**src/rtl/nic_pkg.sv**
```systemverilog
// rtl/nic_pkg.sv - shared NIC ring packet types and helpers
package nic_pkg;

    typedef enum logic [1:0] {
        PT_DATA = 2'd0,
        PT_CTRL = 2'd1,
        PT_RESP = 2'd2,
        PT_MGMT = 2'd3
    } pkt_type_t;

    typedef struct packed {
        logic [5:0]  did;
        logic [5:0]  sid;
        logic [3:0]  age;
        pkt_type_t   ptype;
        logic [15:0] data;
    } packet_t;

    localparam logic [5:0] NIC_BCAST_ID = 6'd63;

    // A slot with neither source nor destination carries no packet.
    function automatic logic NIC_EMPTY(input packet_t p);
        return (p.did | p.sid) == 6'd0;
    endfunction

endpackage

```
**src/rtl/nic_ring_inject_if.sv**
```systemverilog
// rtl/nic_ring_inject_if.sv - local transmit requester bus
interface nic_ring_inject_if
    import nic_pkg::*;
#(
    parameter int NREQ = 2
);
    logic [NREQ-1:0]    tx_req;
    packet_t [NREQ-1:0] tx_packet;
    logic [NREQ-1:0]    tx_ack;
    logic [NREQ-1:0]    tx_err;

    modport master (output tx_req, output tx_packet, input tx_ack, input tx_err);
    modport slave  (input tx_req, input tx_packet, output tx_ack, output tx_err);
endinterface

```
**src/rtl/nic_rr_arb.sv**
```systemverilog
// rtl/nic_rr_arb.sv - round-robin arbiter granting one requester per free slot
module nic_rr_arb #(
    parameter int N = 2,
    localparam int PW = (N > 1) ? $clog2(N) : 1
) (
    input  logic          clk_i,
    input  logic          rst_ni,
    input  logic [N-1:0]  req,
    input  logic          en,
    output logic [N-1:0]  gnt,
    output logic [PW-1:0] ptr
);
    logic [PW-1:0] gidx;
    logic          found;
    int            idx;

    // Search from the pointer upward, wrapping, and take the first requester.
    always_comb begin
        gnt   = '0;
        gidx  = '0;
        found = 1'b0;
        idx   = 0;
        for (int k = 0; k < N; k++) begin
            idx = int'(ptr) + k;
            if (idx >= N) idx = idx - N;
            if (!found && en && req[idx]) begin
                gnt[idx] = 1'b1;
                gidx     = PW'(idx);
                found    = 1'b1;
            end
        end
    end

    // Pointer moves just past the winner; held when nobody is granted.
    always_ff @(posedge clk_i or negedge rst_ni) begin
        if (!rst_ni) begin
            ptr <= '0;
        end else if (found) begin
            ptr <= (gidx == PW'(N - 1)) ? '0 : gidx + 1'b1;
        end
    end
endmodule

```
**src/rtl/nic_ring_inject.sv**
```systemverilog
// rtl/nic_ring_inject.sv - per-node ring receive and round-robin injection
module nic_ring_inject
    import nic_pkg::*;
#(
    parameter int NREQ       = 2,
    parameter int STARVE_LIM = 15,
    localparam int PW = (NREQ > 1) ? $clog2(NREQ) : 1
) (
    input  logic              clk_i,
    input  logic              rst_ni,
    input  logic [5:0]        id_i,
    input  packet_t           packet_i,
    output packet_t           packet_o,
    nic_ring_inject_if.slave  tx,
    output logic              rx_valid_o,
    output packet_t           rx_packet_o,
    input  logic              rx_ready_i,
    output logic              starve_o
);
    localparam logic [3:0] LIM = 4'(STARVE_LIM);

    logic            slot_empty, is_bcast, for_me, own_bcast;
    logic            rx_space, capture, slot_free;
    logic [NREQ-1:0] elig, gnt, ack_q, err_q;
    logic [PW-1:0]   rr_ptr;
    logic            gvalid, bad;
    packet_t         gpkt, inj, next_pkt, packet_q, rx_q;
    logic            rx_valid_q;
    logic [3:0]      wait_cnt [NREQ];

    assign slot_empty = NIC_EMPTY(packet_i);
    assign is_bcast   = packet_i.did == NIC_BCAST_ID;
    assign for_me     = !slot_empty && (packet_i.did == id_i);
    assign own_bcast  = is_bcast && (packet_i.sid == id_i);
    assign rx_space   = !rx_valid_q || rx_ready_i;
    assign capture    = rx_space && (for_me || (is_bcast && !own_bcast));
    assign slot_free  = slot_empty || (for_me && rx_space) || own_bcast;

    // A requester still showing its ack cannot win again while it drops req.
    assign elig = tx.tx_req & ~ack_q;

    nic_rr_arb #(.N(NREQ)) u_arb (
        .clk_i  (clk_i),
        .rst_ni (rst_ni),
        .req    (elig),
        .en     (slot_free),
        .gnt    (gnt),
        .ptr    (rr_ptr)
    );

    // Select the winner's packet, stamp it with our ID, and build the next slot.
    always_comb begin
        gpkt = '0;
        for (int i = 0; i < NREQ; i++) begin
            if (gnt[i]) gpkt = tx.tx_packet[i];
        end
        gvalid  = |gnt;
        bad     = (gpkt.did == 6'd0) || (gpkt.did == id_i);
        inj     = gpkt;
        inj.sid = id_i;
        inj.age = '0;
        if (!slot_free)          next_pkt = packet_i;
        else if (gvalid && !bad) next_pkt = inj;
        else                     next_pkt = '0;
    end

    // Ring slot register with ack/err pulses aligned to the injected slot.
    always_ff @(posedge clk_i or negedge rst_ni) begin
        if (!rst_ni) begin
            packet_q <= '0;
            ack_q    <= '0;
            err_q    <= '0;
        end else begin
            packet_q <= next_pkt;
            ack_q    <= bad ? '0 : gnt;
            err_q    <= bad ? gnt : '0;
        end
    end

    // One-entry receive register; capture and drain in one cycle keeps it full.
    always_ff @(posedge clk_i or negedge rst_ni) begin
        if (!rst_ni) begin
            rx_valid_q <= 1'b0;
            rx_q       <= '0;
        end else if (capture) begin
            rx_valid_q <= 1'b1;
            rx_q       <= packet_i;
        end else if (rx_ready_i) begin
            rx_valid_q <= 1'b0;
        end
    end

    // Per-requester wait counters, cleared at the grant edge so starve drops with the ack.
    always_ff @(posedge clk_i or negedge rst_ni) begin
        if (!rst_ni) begin
            for (int i = 0; i < NREQ; i++) wait_cnt[i] <= '0;
        end else begin
            for (int i = 0; i < NREQ; i++) begin
                if (!tx.tx_req[i] || gnt[i] || ack_q[i]) wait_cnt[i] <= '0;
                else if (wait_cnt[i] != LIM)             wait_cnt[i] <= wait_cnt[i] + 4'd1;
            end
        end
    end

    // Starvation flag is any requester sitting at the limit.
    always_comb begin
        starve_o = 1'b0;
        for (int i = 0; i < NREQ; i++) begin
            if (wait_cnt[i] == LIM) starve_o = 1'b1;
        end
    end

    assign packet_o    = packet_q;
    assign rx_valid_o  = rx_valid_q;
    assign rx_packet_o = rx_q;
    assign tx.tx_ack   = ack_q;
    assign tx.tx_err   = err_q;
endmodule

```
**src/flat_wrapper.sv**
```systemverilog
// flat-port wrapper written by rule: the top's interface ports become plain ports
module nic_ring_inject_flat import nic_pkg::*;
#(
    parameter int NREQ       = 2,
    parameter int STARVE_LIM = 15,
    localparam int PW = (NREQ > 1) ? $clog2(NREQ) : 1
)
  (clk_i, rst_ni, id_i, packet_i, packet_o, rx_valid_o, rx_packet_o, rx_ready_i, starve_o, tx_tx_req, tx_tx_packet, tx_tx_ack, tx_tx_err);
  nic_ring_inject_if #(.NREQ(NREQ)) tx_i ();
  input  logic clk_i;
  input  logic rst_ni;
  input  logic [5:0] id_i;
  input  packet_t packet_i;
  output packet_t packet_o;
  output logic rx_valid_o;
  output packet_t rx_packet_o;
  input  logic rx_ready_i;
  output logic starve_o;
  input wire logic [$bits(tx_i.tx_req)-1:0] tx_tx_req;
  input wire logic [$bits(tx_i.tx_packet)-1:0] tx_tx_packet;
  output wire logic [$bits(tx_i.tx_ack)-1:0] tx_tx_ack;
  output wire logic [$bits(tx_i.tx_err)-1:0] tx_tx_err;
  assign tx_i.tx_req = tx_tx_req;
  assign tx_i.tx_packet = tx_tx_packet;
  assign tx_tx_ack = tx_i.tx_ack;
  assign tx_tx_err = tx_i.tx_err;
  nic_ring_inject #(.NREQ(NREQ), .STARVE_LIM(STARVE_LIM)) u_core (.clk_i(clk_i), .rst_ni(rst_ni), .id_i(id_i), .packet_i(packet_i), .packet_o(packet_o), .tx(tx_i), .rx_valid_o(rx_valid_o), .rx_packet_o(rx_packet_o), .rx_ready_i(rx_ready_i), .starve_o(starve_o));
endmodule
```
**config.mk**
```make
export PLATFORM = sky130hd
export DESIGN_NAME = nic_ring_inject_flat
export DESIGN_NICKNAME = d
export VERILOG_FILES = /design/src/rtl/nic_pkg.sv /design/src/rtl/nic_ring_inject_if.sv /design/src/rtl/nic_rr_arb.sv /design/src/rtl/nic_ring_inject.sv /design/src/flat_wrapper.sv
export SDC_FILE = /design/constraint.sdc
export NUM_CORES = 1
export LEC_CHECK = 0
export ABC_AREA = 1
export BUFFER_PORTS_ARGS = -buffer_cell sky130_fd_sc_hd__buf_4
export CAP_MARGIN = 0
export CORE_MARGIN = 5
export CORE_UTILIZATION = 43
export CTS_CLUSTER_DIAMETER = 100
export DETAILED_ROUTE_END_ITERATION = 10
export GPL_TIMING_DRIVEN = 0
export MAX_ROUTING_LAYER = met4
export PLACE_DENSITY = 0.75
export REMOVE_ABC_BUFFERS = 1
export SETUP_SLACK_MARGIN = 0.15
export SLEW_MARGIN = 15
export SYNTH_ARGS = -nofsm -noshare
export SYNTH_HDL_FRONTEND = slang
export SYNTH_HIERARCHICAL = 1
export SYNTH_SLANG_ARGS = --single-unit
```
**constraint.sdc**
```tcl
create_clock -name clk_i -period 5.9 [get_ports clk_i]
set_clock_uncertainty 0.05 [all_clocks]
set_input_delay 1.18 -clock clk_i [delete_from_list [all_inputs] [get_ports clk_i]]
set_output_delay 1.18 -clock clk_i [all_outputs]
set_load 0.01 [all_outputs]
```
; ---- Word-level counts from Yosys, hierarchy flattened
; Index checks and enable logic that the tools add are counted.
[op_classes]
n_mux = 33
bitwise_logic = 4
n_reduce_logical = 33
n_mul = 0
addsub = 6
n_eq_ne = 8
order_cmp = 6
shift = 0
n_div = 0
[ops]
columns = op, count
row1 = $mux 34, 4
row2 = $ge 32x1->1 const B, 2
row3 = $lt 32x3->1 const B, 2
row4 = $mux 32, 2
row5 = $eq 6x6->1, 3
row6 = $mux 1, 17
row7 = $mux 4, 4
row8 = $logic_not 6->1, 2
row9 = $logic_and 1x1->1, 11
row10 = $logic_or 1x1->1, 9
row11 = $add 4x1->4 const B, 2
row12 = $eq 4x4->1 const B, 2
row13 = $mux 2, 4
row14 = $ne 4x4->1 const B, 2
row15 = $logic_not 1->1, 7
row16 = $eq 6x6->1 const B, 1
row17 = $or 6x6->6, 1
row18 = $reduce_bool 2->1, 3
row19 = $sub 1x2->3 const B, 1
row20 = $sub 2x2->3 const B, 1
row21 = $add 1x1->2 const B, 1
row22 = $and 2x2->2, 1
row23 = $demux 1 s1, 2
row24 = $ge 1x2->1 const B, 1
row25 = other kinds (5), 5
[totals]
n_memories = 0
in_bits = 113
ramBits = 0
latchBits = 0
rom_bits = 0
output_inout_bits = 74
reg_bits = 82

; ---- Longest topological paths before layout
; Gate-level depths: netlist (run 1).
[logic_depth]
word_depth = 21
ltp_mapped = 21
depth_no_buf = 19

; ---- By module
; The synthesis (run 1) kept the hierarchy.
[modules_own_cells]
columns = module, cells_each, instances, area_each_um2
row1 = nic_ring_inject, 501, 1, 4007.6
row2 = nic_rr_arb, 10, 1, 66.3

; ---- Worst setup path after synthesis (run 1)
; No wires, ideal clock.
[synth_timing]
kind = input-to-reg
start = input packet_i[32] (netlist bit)
end = register u_core.packet_q (netlist bit u_core/packet_o[0])
t_arrival_ns = 3.263
path_slack_ns = 2.464
n_path_buf = 4
required_ns = 5.727
setup_ns = 0.123
cell_stages = 18
cell_sequence = nor2_1 nand4_1 nor2_1 inv_1 nand3_2 buf_2 nand2_1 a21oi_2 buf_4 buf_2 nand2_1 nand3_1 nand2_1 nor2_1 nand3_1 nand2_2 buf_2 o21ai_1
[synth_lines]
columns = element, line
row1 = from (decl), flat_wrapper.sv:13  ; input packet_t packet_i;
row2 = to (signal assigned), nic_ring_inject.sv:74  ; packet_q <= next_pkt;
row3 = to (decl), nic_ring_inject.sv:27  ; packet_t gpkt, inj, next_pkt, packet_q, rx_q;

==> flow_metrics.env, run 1 <==
export IMPL_gr_usage_all_layers_pct=23.34
export IMPL_path_buf_inv=7
export IMPL_drc_errors=0
export IMPL_final_cell_mix="nand2_1, buf_4, dfrtp_1, nand3_1, nand4_1"
export IMPL_place_congestion=0.8302
export IMPL_tightest_slew_ns=1.155
export IMPL_cts_tree="done"
export IMPL_cts_buffers=9
export IMPL_wl_per_cell_um=16.75
export IMPL_drv_cap=0
export IMPL_synthTopCellsByArea="dfrtp_1, nand2_1, nand3_1"
export IMPL_cts_sinks=82
export IMPL_antenna_found_initial=0
export IMPL_grt_overflow=0
export IMPL_dpl_hpwl_um=9367
export IMPL_initial_utilization_pct=44.09
export IMPL_vias=4186
export IMPL_slew_violations=0
export IMPL_ant_nets=0
export IMPL_worstSkewPairLatency_ns=0.34
export IMPL_antenna_cells=0
export IMPL_synth_top_area_share_pct=50.37
export IMPL_critical_path_slowest_cell="nand2_2"
export IMPL_cpMostUsedCell="nand2_1"
export IMPL_crit_family="simple AND/OR/NAND/NOR gates"
export IMPL_yosysWarnings=6
export IMPL_num_rows=35
export IMPL_worstPathRequired_ns=6.03
export IMPL_critPathLaunchType="input port"
export IMPL_synth_cell_types=25
export IMPL_port_buffer_count=166
export IMPL_hold_class="flop to flop"
export IMPL_r2r_start="u_core/rx_valid_o$_DFFE_PN0P_"
export IMPL_fin_crit_ns=5.337
export IMPL_routed_via_density=5.226
export IMPL_powerDensity_nw_per_um2=288.5
export IMPL_leakagePower_nw=3.005
export IMPL_cts_root_buffer="clkbuf_8"
export IMPL_r2r_end="u_core/packet_o[15]$_DFF_PN0_"
export IMPL_drt_first_pass_iters=5
export IMPL_drtIter0Drc=193
export IMPL_die_w_um=107.3
export IMPL_critical_path_class="input port to flop"
export IMPL_finalSetupViolCount=0
export IMPL_rr_worst_depth=18
export IMPL_r2r_setup_slack_ns=1.09
export IMPL_path_max_fanout=37
export IMPL_rsz0062_at_grt="false"
export IMPL_place_ws_ns=-0.05515
export IMPL_htree_levels=3
export IMPL_ys_ff_latch=82
export IMPL_ys_seq_area_share_pct=50.37
export IMPL_arrival_ns=5.47
export IMPL_grt_pass1_vias=4205
export IMPL_fin_ws_ns=0.5628
export IMPL_end_kind="flop"
export IMPL_path_cells="buf_4 > inv_1 > nand2_2 > buf_16 > nand4_1 > buf_6 > buf_6 > nand3_4 > nand2_1 > a21oi_4 > buf_16 > inv_2 > nand3_1 > nand2_1 > nand2_1 > nand2_1 > nor2_1 > nand3_1 > nand2_2 > o21ai_1"
export IMPL_drive_above_1_share_pct=30.36
export IMPL_yosys_area_top_type="dfrtp_1"
export IMPL_grt_max_degree=83
export IMPL_path_clk_slew_ns=0.09
export IMPL_min_delay_path_depth=2
export IMPL_max_freq_mhz=187.4
export IMPL_coreArea_um2=9240
export IMPL_ioPinCount=187
export IMPL_min_delay_start="u_core/rx_packet_o[21]$_DFFE_PN0P_"
export IMPL_clock_path_buffers=2
export IMPL_post_route_period_util_pct=90.46
export IMPL_syn_area_per_cell_um2=7.972
export IMPL_utilization_pct=61.84
export IMPL_die_y_um=107.3
export IMPL_synth_area_um2=4074
export IMPL_grt_pass1_wl_um=20870
export IMPL_total_power_w=0.001649
export IMPL_areaGrowthSynthToFinish_pct=40.26
export IMPL_nets=782
export IMPL_hold_viol_final=0
export IMPL_hold_end="u_core/rx_packet_o[21]$_DFFE_PN0P_"
export IMPL_relSlewSlack_pct=22.94
export IMPL_die_area_um2=11520
export IMPL_status="finished, final reports clean"
export IMPL_slowest_delay_ns=0.54
export IMPL_postCtsSetupBuffers=0
export IMPL_ir_drop_mv=0.1580
export IMPL_layout_commonest_cell="nand2_1"
export IMPL_wl_um=13420
export IMPL_netlist_instances=511
[final cells by class]
type,instances,area [um^2]
clock buffers,10,137.6
flip-flops and latches,82,2052
fillers,817,3526
inverters,36,135.1
clock inverters,6,90.09
multi-input cells,365,1772
repair buffers,173,1366
well taps,129,161.4
[synthesized netlist by cell type]
| master | n |
|---|---|
| o21ai_4 | 1 |
| a22o_1 | 18 |
| nand2_4 | 1 |
| nand3_2 | 1 |
| nand2_2 | 1 |
| inv_1 | 28 |
| ha_1 | 2 |
| a21oi_2 | 1 |
| buf_4 | 4 |
| nand4_1 | 34 |
| nand2_1 | 172 |
| nand3_1 | 55 |
| dfrtp_1 | 82 |
| buf_2 | 10 |
| a31oi_1 | 1 |
| xnor2_1 | 1 |
| nor2_1 | 33 |
| o21ai_0 | 9 |
| a21oi_1 | 4 |
| buf_1 | 1 |
| nor2_8 | 1 |
| clkbuf_1 | 13 |
| xor2_1 | 3 |
| inv_2 | 8 |
| o21ai_1 | 27 |
[kinds of logic after synthesis]
logic type | Yosys count | share of synthesized area, %
AOI/OAI and AO/OA | 61 | 9.552
xor gates and xnor gates | 4 | 0.8601
and+or+nand+nor | 298 | 32.03
buffers and inverters | 64 | 6.573
adders and majority gates | 2 | 0.6142
DFF | 82 | 50.37
[where the power goes]
| part | internal, W | total, W | switching [W] |
|---|---|---|---|
| logic | 0.000222 | 0.000447 | 0.000225 |
| clock network | 0.000251 | 0.000461 | 0.000210 |
| registers | 0.000674 | 0.000741 | 0.0000666 |
[how the worst max path moves through the flow]
stage	from	to	slack, ns	cells after the start
after floorplan	rx_ready_i	u_core/packet_o[29]$_DFF_PN0_	0.31	15
after global placement	rx_ready_i	u_core/packet_o[29]$_DFF_PN0_	-2.48	16
after detailed placement	rx_ready_i	u_core/packet_o[29]$_DFF_PN0_	-0.06	20
after CTS	rx_ready_i	u_core/packet_o[29]$_DFF_PN0_	0.31	20
after global routing	rx_ready_i	u_core/packet_o[29]$_DFF_PN0_	0.32	20
final	rx_ready_i	u_core/packet_o[15]$_DFF_PN0_	0.56	20
[through the flow]
| stage | cell area, um^2 | hold WS, ns | cells | TNS [ns] |
|---|---|---|---|---|
| after floorplan | 3941 | 0.3998 | 483 | 0 |
| after global placement | 5349 | 0.4060 | 778 | -88.55 |
| after detailed placement | 5459 | 0.4143 | 784 | -0.2149 |
| after CTS | 5687 | 0.4356 | 800 | 0 |
| after global routing | 5714 | 0.4553 | 801 | 0 |
| final | 5714 | 0.4325 | 801 | 0 |
[registers in the layout, summed over array words and instances, names as in the netlist, named ones only]
name                count
u_core/packet_o        34
u_core/rx_valid_o       1
u_core/tx.tx_ack        2
u_core/tx.tx_err        2
u_core/rx_packet_o     34
u_core/wait_cnt         8
[routing by layer]
| layer | vias to the layer above | track usage, % | wire length [um] |
|---|---|---|---|
| li1 | 2012 | - | - |
| met1 | 1982 | 29.31 | 5760 |
| met2 | 178 | 39.81 | 6743 |
| met3 | 14 | 2.879 | 763 |
| met5 | - | - | 0 |
| met4 | 0 | 6.943 | 148 |
[worst min-delay path, delay by kind of cell, from the launching register on]
kind,cells,cell delay [ns]
DFF,1,0.35
and+or+nand+nor,2,0.10
[timing repair]
| item | in CTS | in global routing |
|---|---|---|
| hold buffers | 0 | 0 |
| endpoints found under the hold margin | 0 | 0 |
| resized for setup | 0 | 1 |
| endpoints found under the setup margin | 0 | 34 |
Note: power is estimated with default switching activity, not from simulation.
==> inputs of run 2 (changes only) <==
--- a/config.mk
+++ b/config.mk
@@ -9,15 +9,14 @@
 export BUFFER_PORTS_ARGS = -buffer_cell sky130_fd_sc_hd__buf_4
 export CAP_MARGIN = 0
 export CORE_MARGIN = 5
-export CORE_UTILIZATION = 43
+export CORE_UTILIZATION = 50
 export CTS_CLUSTER_DIAMETER = 100
 export DETAILED_ROUTE_END_ITERATION = 10
 export GPL_TIMING_DRIVEN = 0
 export MAX_ROUTING_LAYER = met4
-export PLACE_DENSITY = 0.75
+export PLACE_DENSITY = 0.86
 export REMOVE_ABC_BUFFERS = 1
 export SETUP_SLACK_MARGIN = 0.15
-export SLEW_MARGIN = 15
 export SYNTH_ARGS = -nofsm -noshare
 export SYNTH_HDL_FRONTEND = slang
 export SYNTH_HIERARCHICAL = 1
==> flow_metrics.env, run 2 (synthesis results as in run 1) <==
export IMPL_status="finished, final reports clean"
export IMPL_crit_family="simple AND/OR/NAND/NOR gates"
export IMPL_arrival_ns=5.51
export IMPL_grt_pass1_vias=4299
export IMPL_worstSkewPairLatency_ns=0.34
export IMPL_fin_hold_ws_ns=0.4280
export IMPL_drt_first_pass_iters=5
export IMPL_path_clk_slew_ns=0.08
export IMPL_end_kind="flop"
export IMPL_clock_path_buffers=2
export IMPL_drv_cap=0
export IMPL_antenna_cells=0
export IMPL_grt_max_degree=83
export IMPL_slew_violations=0
export IMPL_path_buf_inv=3
export IMPL_tns_ns=0
export IMPL_place_ws_ns=-1.263
export IMPL_total_power_w=0.001652
export IMPL_die_y_um=100.3
export IMPL_grt_overflow=0
export IMPL_cts_root_buffer="clkbuf_8"
export IMPL_drtIter0Drc=256
export IMPL_grt_pass1_wl_um=20650
export IMPL_ioPinCount=187
export IMPL_routed_via_density=5.468
export IMPL_port_buffer_count=166
export IMPL_relSlewSlack_pct=22.23
export IMPL_hold_viol_final=0
export IMPL_nets=782
export IMPL_die_w_um=100.3
export IMPL_cts_tree="done"
export IMPL_layout_commonest_cell="nand2_1"
export IMPL_cts_sinks=82
export IMPL_gr_usage_all_layers_pct=26.45
export IMPL_dpl_hpwl_um=8864
export IMPL_path_max_fanout=37
export IMPL_rsz0062_at_grt="false"
export IMPL_drc_errors=0
export IMPL_r2r_setup_slack_ns=1.30
export IMPL_r2r_end="u_core/packet_o[32]$_DFF_PN0_"
export IMPL_powerDensity_nw_per_um2=292.4
export IMPL_fin_cells=777
export IMPL_drive_above_1_share_pct=30.06
export IMPL_tightest_slew_ns=1.165
export IMPL_areaGrowthSynthToFinish_pct=38.73
export IMPL_antenna_found_initial=0
export IMPL_cpMostUsedCell="nand2_1"
export IMPL_post_route_period_util_pct=91.12
export IMPL_critPathLaunchType="input port"
export IMPL_wl_per_cell_um=17.01
export IMPL_vias=4249
export IMPL_path_cells="buf_4 > nor2_1 > nand4_1 > nor2_1 > inv_1 > nand3_4 > nand2_1 > a21oi_4 > inv_2 > nand3_1 > nand2_1 > nand2_1 > nand2_1 > nor2_1 > nand3_1 > nand2_2 > o21ai_1"
export IMPL_place_congestion=0.8332
export IMPL_worstPathRequired_ns=6.03
export IMPL_hold_class="flop to flop"
export IMPL_r2r_start="u_core/rx_valid_o$_DFFE_PN0P_"
export IMPL_die_area_um2=10050
export IMPL_crit_cells=17
export IMPL_rr_worst_depth=15
export IMPL_fin_ws_ns=0.5237
export IMPL_ant_nets=0
export IMPL_critical_path_slowest_cell="nand3_4"
export IMPL_final_cell_mix="nand2_1, buf_4, dfrtp_1, nand3_1, nand4_1"
export IMPL_num_rows=33
export IMPL_dpl_cell_count=757
export IMPL_leakagePower_nw=2.993
export IMPL_cts_buffers=9
export IMPL_critical_path_class="input port to flop"
export IMPL_finalSetupViolCount=0
export IMPL_ir_drop_mv=0.1629
export IMPL_crit_start="packet_i[29]"
export IMPL_wl_um=13210
export IMPL_initial_utilization_pct=50.34
export IMPL_htree_levels=3
export IMPL_coreArea_um2=8093
export IMPL_max_freq_mhz=186.0
export IMPL_crit_end="u_core/packet_o[32]$_DFF_PN0_"
export IMPL_slowest_delay_ns=0.64
export IMPL_fin_crit_ns=5.376
export IMPL_fillers=647
[run 2: per-layer routing]
metal / wire length (um) / track usage, % / share of wire (%) / vias up
met2: 6810 / 45.31 / 52 / 192
met4: 223 / 6.528 / 1.7 / 0
li1: - / - / - / 2014
met1: 5202 / 32.28 / 39 / 2023
met5: 0 / - / 0 / -
met3: 977 / 5.073 / 7.4 / 20
[run 2: metrics by stage]
stage,util (%),cell area [um^2]
final,69.84,5652
after global routing,69.84,5652
after CTS,69.54,5628
after detailed placement,66.43,5376
after global placement,65.72,5319
after floorplan,-,3941
[run 2: power by group]
group / switching [W] / internal [W]
sequential: 0.0000667 / 0.000674
clock: 0.000202 / 0.000262
combinational: 0.000227 / 0.000220
total: 0.000497 / 0.00116
[run 2: how the worst min path moves through the flow]
stage	startpoint	endpoint	depth (start not counted)
after floorplan	flop	flop	2
after global placement	u_core/rx_packet_o[27]$_DFFE_PN0P_	u_core/rx_packet_o[27]$_DFFE_PN0P_	2
after detailed placement	u_core/rx_packet_o[29]$_DFFE_PN0P_	u_core/rx_packet_o[29]$_DFFE_PN0P_	2
after CTS	u_core/rx_packet_o[6]$_DFFE_PN0P_	u_core/rx_packet_o[6]$_DFFE_PN0P_	2
after global routing	u_core/rx_packet_o[23]$_DFFE_PN0P_	u_core/rx_packet_o[23]$_DFFE_PN0P_	2
final	u_core/rx_packet_o[6]$_DFFE_PN0P_	u_core/rx_packet_o[6]$_DFFE_PN0P_	2
[run 2: cell type report]
| class | instances | area [um^2] | share of cell area, % |
|---|---|---|---|
| tap | 105 | 131.4 | 2.325 |
| timing repair buffer | 172 | 1326 | 23.47 |
| clock buffer | 12 | 155.1 | 2.745 |
| sequential | 82 | 2052 | 36.31 |
| inverter | 36 | 135.1 | 2.391 |
| multi-input combinational | 366 | 1778 | 31.46 |
| clock inverter | 4 | 73.82 | 1.306 |
[run 2: worst min-delay path, cell delays in order (launching register included)]
cell	delay, ns
dfrtp_1	0.35
nand2_1	0.06
nand2_1	0.05
[run 2: timing repair]
item | 4_1_cts | 5_1_grt
gates resized for setup | 2 | 0
gates cloned | 0 | 1
setup buffers | 1 | 2
pin swaps | 1 | 1
hold buffers | 0 | 0
endpoints found under the setup margin | 34 | 34
==> inputs of run 3 (changes only) <==
--- a/config.mk
+++ b/config.mk
@@ -8,7 +8,7 @@
 export ABC_AREA = 1
 export BUFFER_PORTS_ARGS = -buffer_cell sky130_fd_sc_hd__buf_4
 export CAP_MARGIN = 0
-export CORE_MARGIN = 5
+export CORE_MARGIN = 2
 export CORE_UTILIZATION = 50
 export CTS_CLUSTER_DIAMETER = 100
 export DETAILED_ROUTE_END_ITERATION = 10
==> flow_metrics.env, run 3 (synthesis results as in run 1) <==
export IMPL_highest_layer="met4"
export IMPL_port_buffer_count=166
export IMPL_fin_crit_ns=5.446
export IMPL_drtIter0Drc=391
export IMPL_num_rows=32
export IMPL_fillers=617
export IMPL_path_clk_slew_ns=0.08
export IMPL_path_max_fanout=37
export IMPL_coreArea_um2=7807
export IMPL_placed_cell_area_um2=5330
export IMPL_min_delay_path_depth=2
export IMPL_ant_nets=0
export IMPL_fin_area_um2=5572
export IMPL_utilization_pct=71.36
export IMPL_drive_above_1_share_pct=30.10
export IMPL_wirelength_met1_um=4953
export IMPL_die_w_um=94.27
export IMPL_multiInputGateArea_um2=1787
export IMPL_hold_viol_final=0
export IMPL_gr_usage_all_layers_pct=29.55
export IMPL_r2r_setup_slack_ns=1.42
export IMPL_min_delay_start="u_core/rx_packet_o[26]$_DFFE_PN0P_"
export IMPL_tightest_slew_ns=1.150
export IMPL_routed_via_density=5.561
export IMPL_antenna_found_initial=0
export IMPL_initial_utilization_pct=52.18
export IMPL_met3_length_um=1090
export IMPL_relSlewSlack_pct=23.27
export IMPL_hold_end="u_core/rx_packet_o[26]$_DFFE_PN0P_"
export IMPL_wl_um=12930
export IMPL_ioPinCount=187
export IMPL_grt_overflow=0
export IMPL_drt_first_pass_iters=5
export IMPL_regArea_um2=2052
export IMPL_vias=4299
export IMPL_drv_cap=0
export IMPL_worstSkewPairLatency_ns=0.35
export IMPL_place_ws_ns=-2.209
export IMPL_cts_root_buffer="clkbuf_8"
export IMPL_grt_pass1_wl_um=20020
export IMPL_critical_path_class="input port to flop"
export IMPL_clock_path_buffers=2
export IMPL_die_y_um=94.27
export IMPL_nets=781
export IMPL_pwr_share_seq_pct=47.1
export IMPL_worstPathRequired_ns=6.05
export IMPL_cts_sinks=82
export IMPL_hold_buffers=0
export IMPL_powerDensity_nw_per_um2=283.2
export IMPL_hold_class="flop to flop"
export IMPL_ir_drop_mv=0.1966
export IMPL_areaGrowthSynthToFinish_pct=36.76
export IMPL_switching_share_pct=32.73
export IMPL_antenna_cells=0
export IMPL_status="finished, final reports clean"
export IMPL_place_congestion=0.8640
export IMPL_layout_commonest_cell="nand2_1"
export IMPL_end_kind="flop"
export IMPL_arrival_ns=5.59
export IMPL_rsz0062_at_grt="false"
export IMPL_final_cell_mix="nand2_1, buf_4, dfrtp_1, nand3_1, nand4_1"
export IMPL_max_freq_mhz=183.6
export IMPL_grt_max_degree=83
export IMPL_critPathLaunchType="input port"
export IMPL_wl_per_cell_um=16.72
export IMPL_die_area_um2=8886
export IMPL_p_comb_share_pct=28.3
export IMPL_post_route_period_util_pct=92.30
export IMPL_drc_errors=0
export IMPL_fin_ws_ns=0.4542
export IMPL_htree_levels=3
export IMPL_cts_tree="done"
export IMPL_p_sw_w=0.0005164
export IMPL_finalSetupViolCount=0
export IMPL_r2r_start="u_core/rx_valid_o$_DFFE_PN0P_"
export IMPL_grt_pass1_vias=4202
export IMPL_p_int_w=0.001061
export IMPL_clkPwrFrac_pct=24.7
export IMPL_rr_worst_depth=15
export IMPL_cts_buffers=9
export IMPL_total_power_w=0.001578
export IMPL_dpl_hpwl_um=8334
export IMPL_r2r_end="u_core/packet_o[27]$_DFF_PN0_"
export IMPL_tns_ns=0
export IMPL_slew_violations=0
export IMPL_leakagePower_nw=2.947
export IMPL_wl_met2_um=6565
run 3: repair_timing:
action | in CTS | in global routing
gates resized for setup | 1 | 1
cloned | 1 | 1
setup endpoints to repair | 38 | 34
setup buffers | 3 | 0
pin swaps | 1 | 1
hold endpoints to repair | 0 | 0
run 3: critical path, stage by stage:
cell,delay [ns]
buf_4,0.13
inv_2,0.06
nand2_1,0.06
a21oi_1,0.23
nand4_1,0.67
buf_8,0.42
nand3_4,0.38
nand2_1,0.28
a21oi_4,0.53
inv_2,0.20
nand3_1,0.18
nand2_1,0.13
nand2_1,0.08
nand2_1,0.05
nor2_1,0.15
nand3_1,0.10
nand2_2,0.53
o21ai_1,0.19
run 3: worst max path at each step:
stage	from	end	cells after the start
after global placement	rx_ready_i	u_core/packet_o[29]$_DFF_PN0_	16
final	id_i[3]	u_core/packet_o[27]$_DFF_PN0_	18
after detailed placement	rx_ready_i	u_core/packet_o[29]$_DFF_PN0_	16
after floorplan	rx_ready_i	u_core/packet_o[29]$_DFF_PN0_	15
after global routing	id_i[3]	u_core/packet_o[30]$_DFF_PN0_	18
after CTS	rx_ready_i	u_core/packet_o[29]$_DFF_PN0_	17
run 3: power by group through the flow:
| stage | logic (W) | clock network [W] | registers, W |
|---|---|---|---|
| 2_1_floorplan | 0.000138 | 0 | 0.000788 |
| 4_1_cts | 0.000445 | 0.000399 | 0.000743 |
| 3_5_place_dp | 0.000441 | 0 | 0.000753 |
| 5_1_grt | 0.000490 | 0.000421 | 0.000757 |
| 3_3_place_gp | 0.000423 | 0 | 0.000744 |
| 6_report | 0.000446 | 0.000389 | 0.000743 |
run 3: cell type report:
type / count / area share, %
Sequential cell: 82 / 36.83
Multi-Input combinational cell: 367 / 32.07
Timing Repair Buffer: 170 / 23.04
Clock buffer: 10 / 2.470
Inverter: 36 / 2.425
Tap cell: 102 / 2.291
Clock inverter: 6 / 0.8758
run 3: per-layer routing:
| metal | GRT usage [%] | up-vias |
|---|---|---|
| met5 | - | - |
| met1 | 36.53 | 2015 |
| met4 | 11.59 | 0 |
| met2 | 49.40 | 236 |
| met3 | 4.013 | 35 |
| li1 | - | 2013 |
run 3: through the flow:
step | cells | hold slack, ns
final | 773 | 0.4312
after global routing | 773 | 0.4593
after CTS | 772 | 0.4327
after detailed placement | 752 | 0.4093
after global placement | 751 | 0.4072
after floorplan | 483 | 0.3998
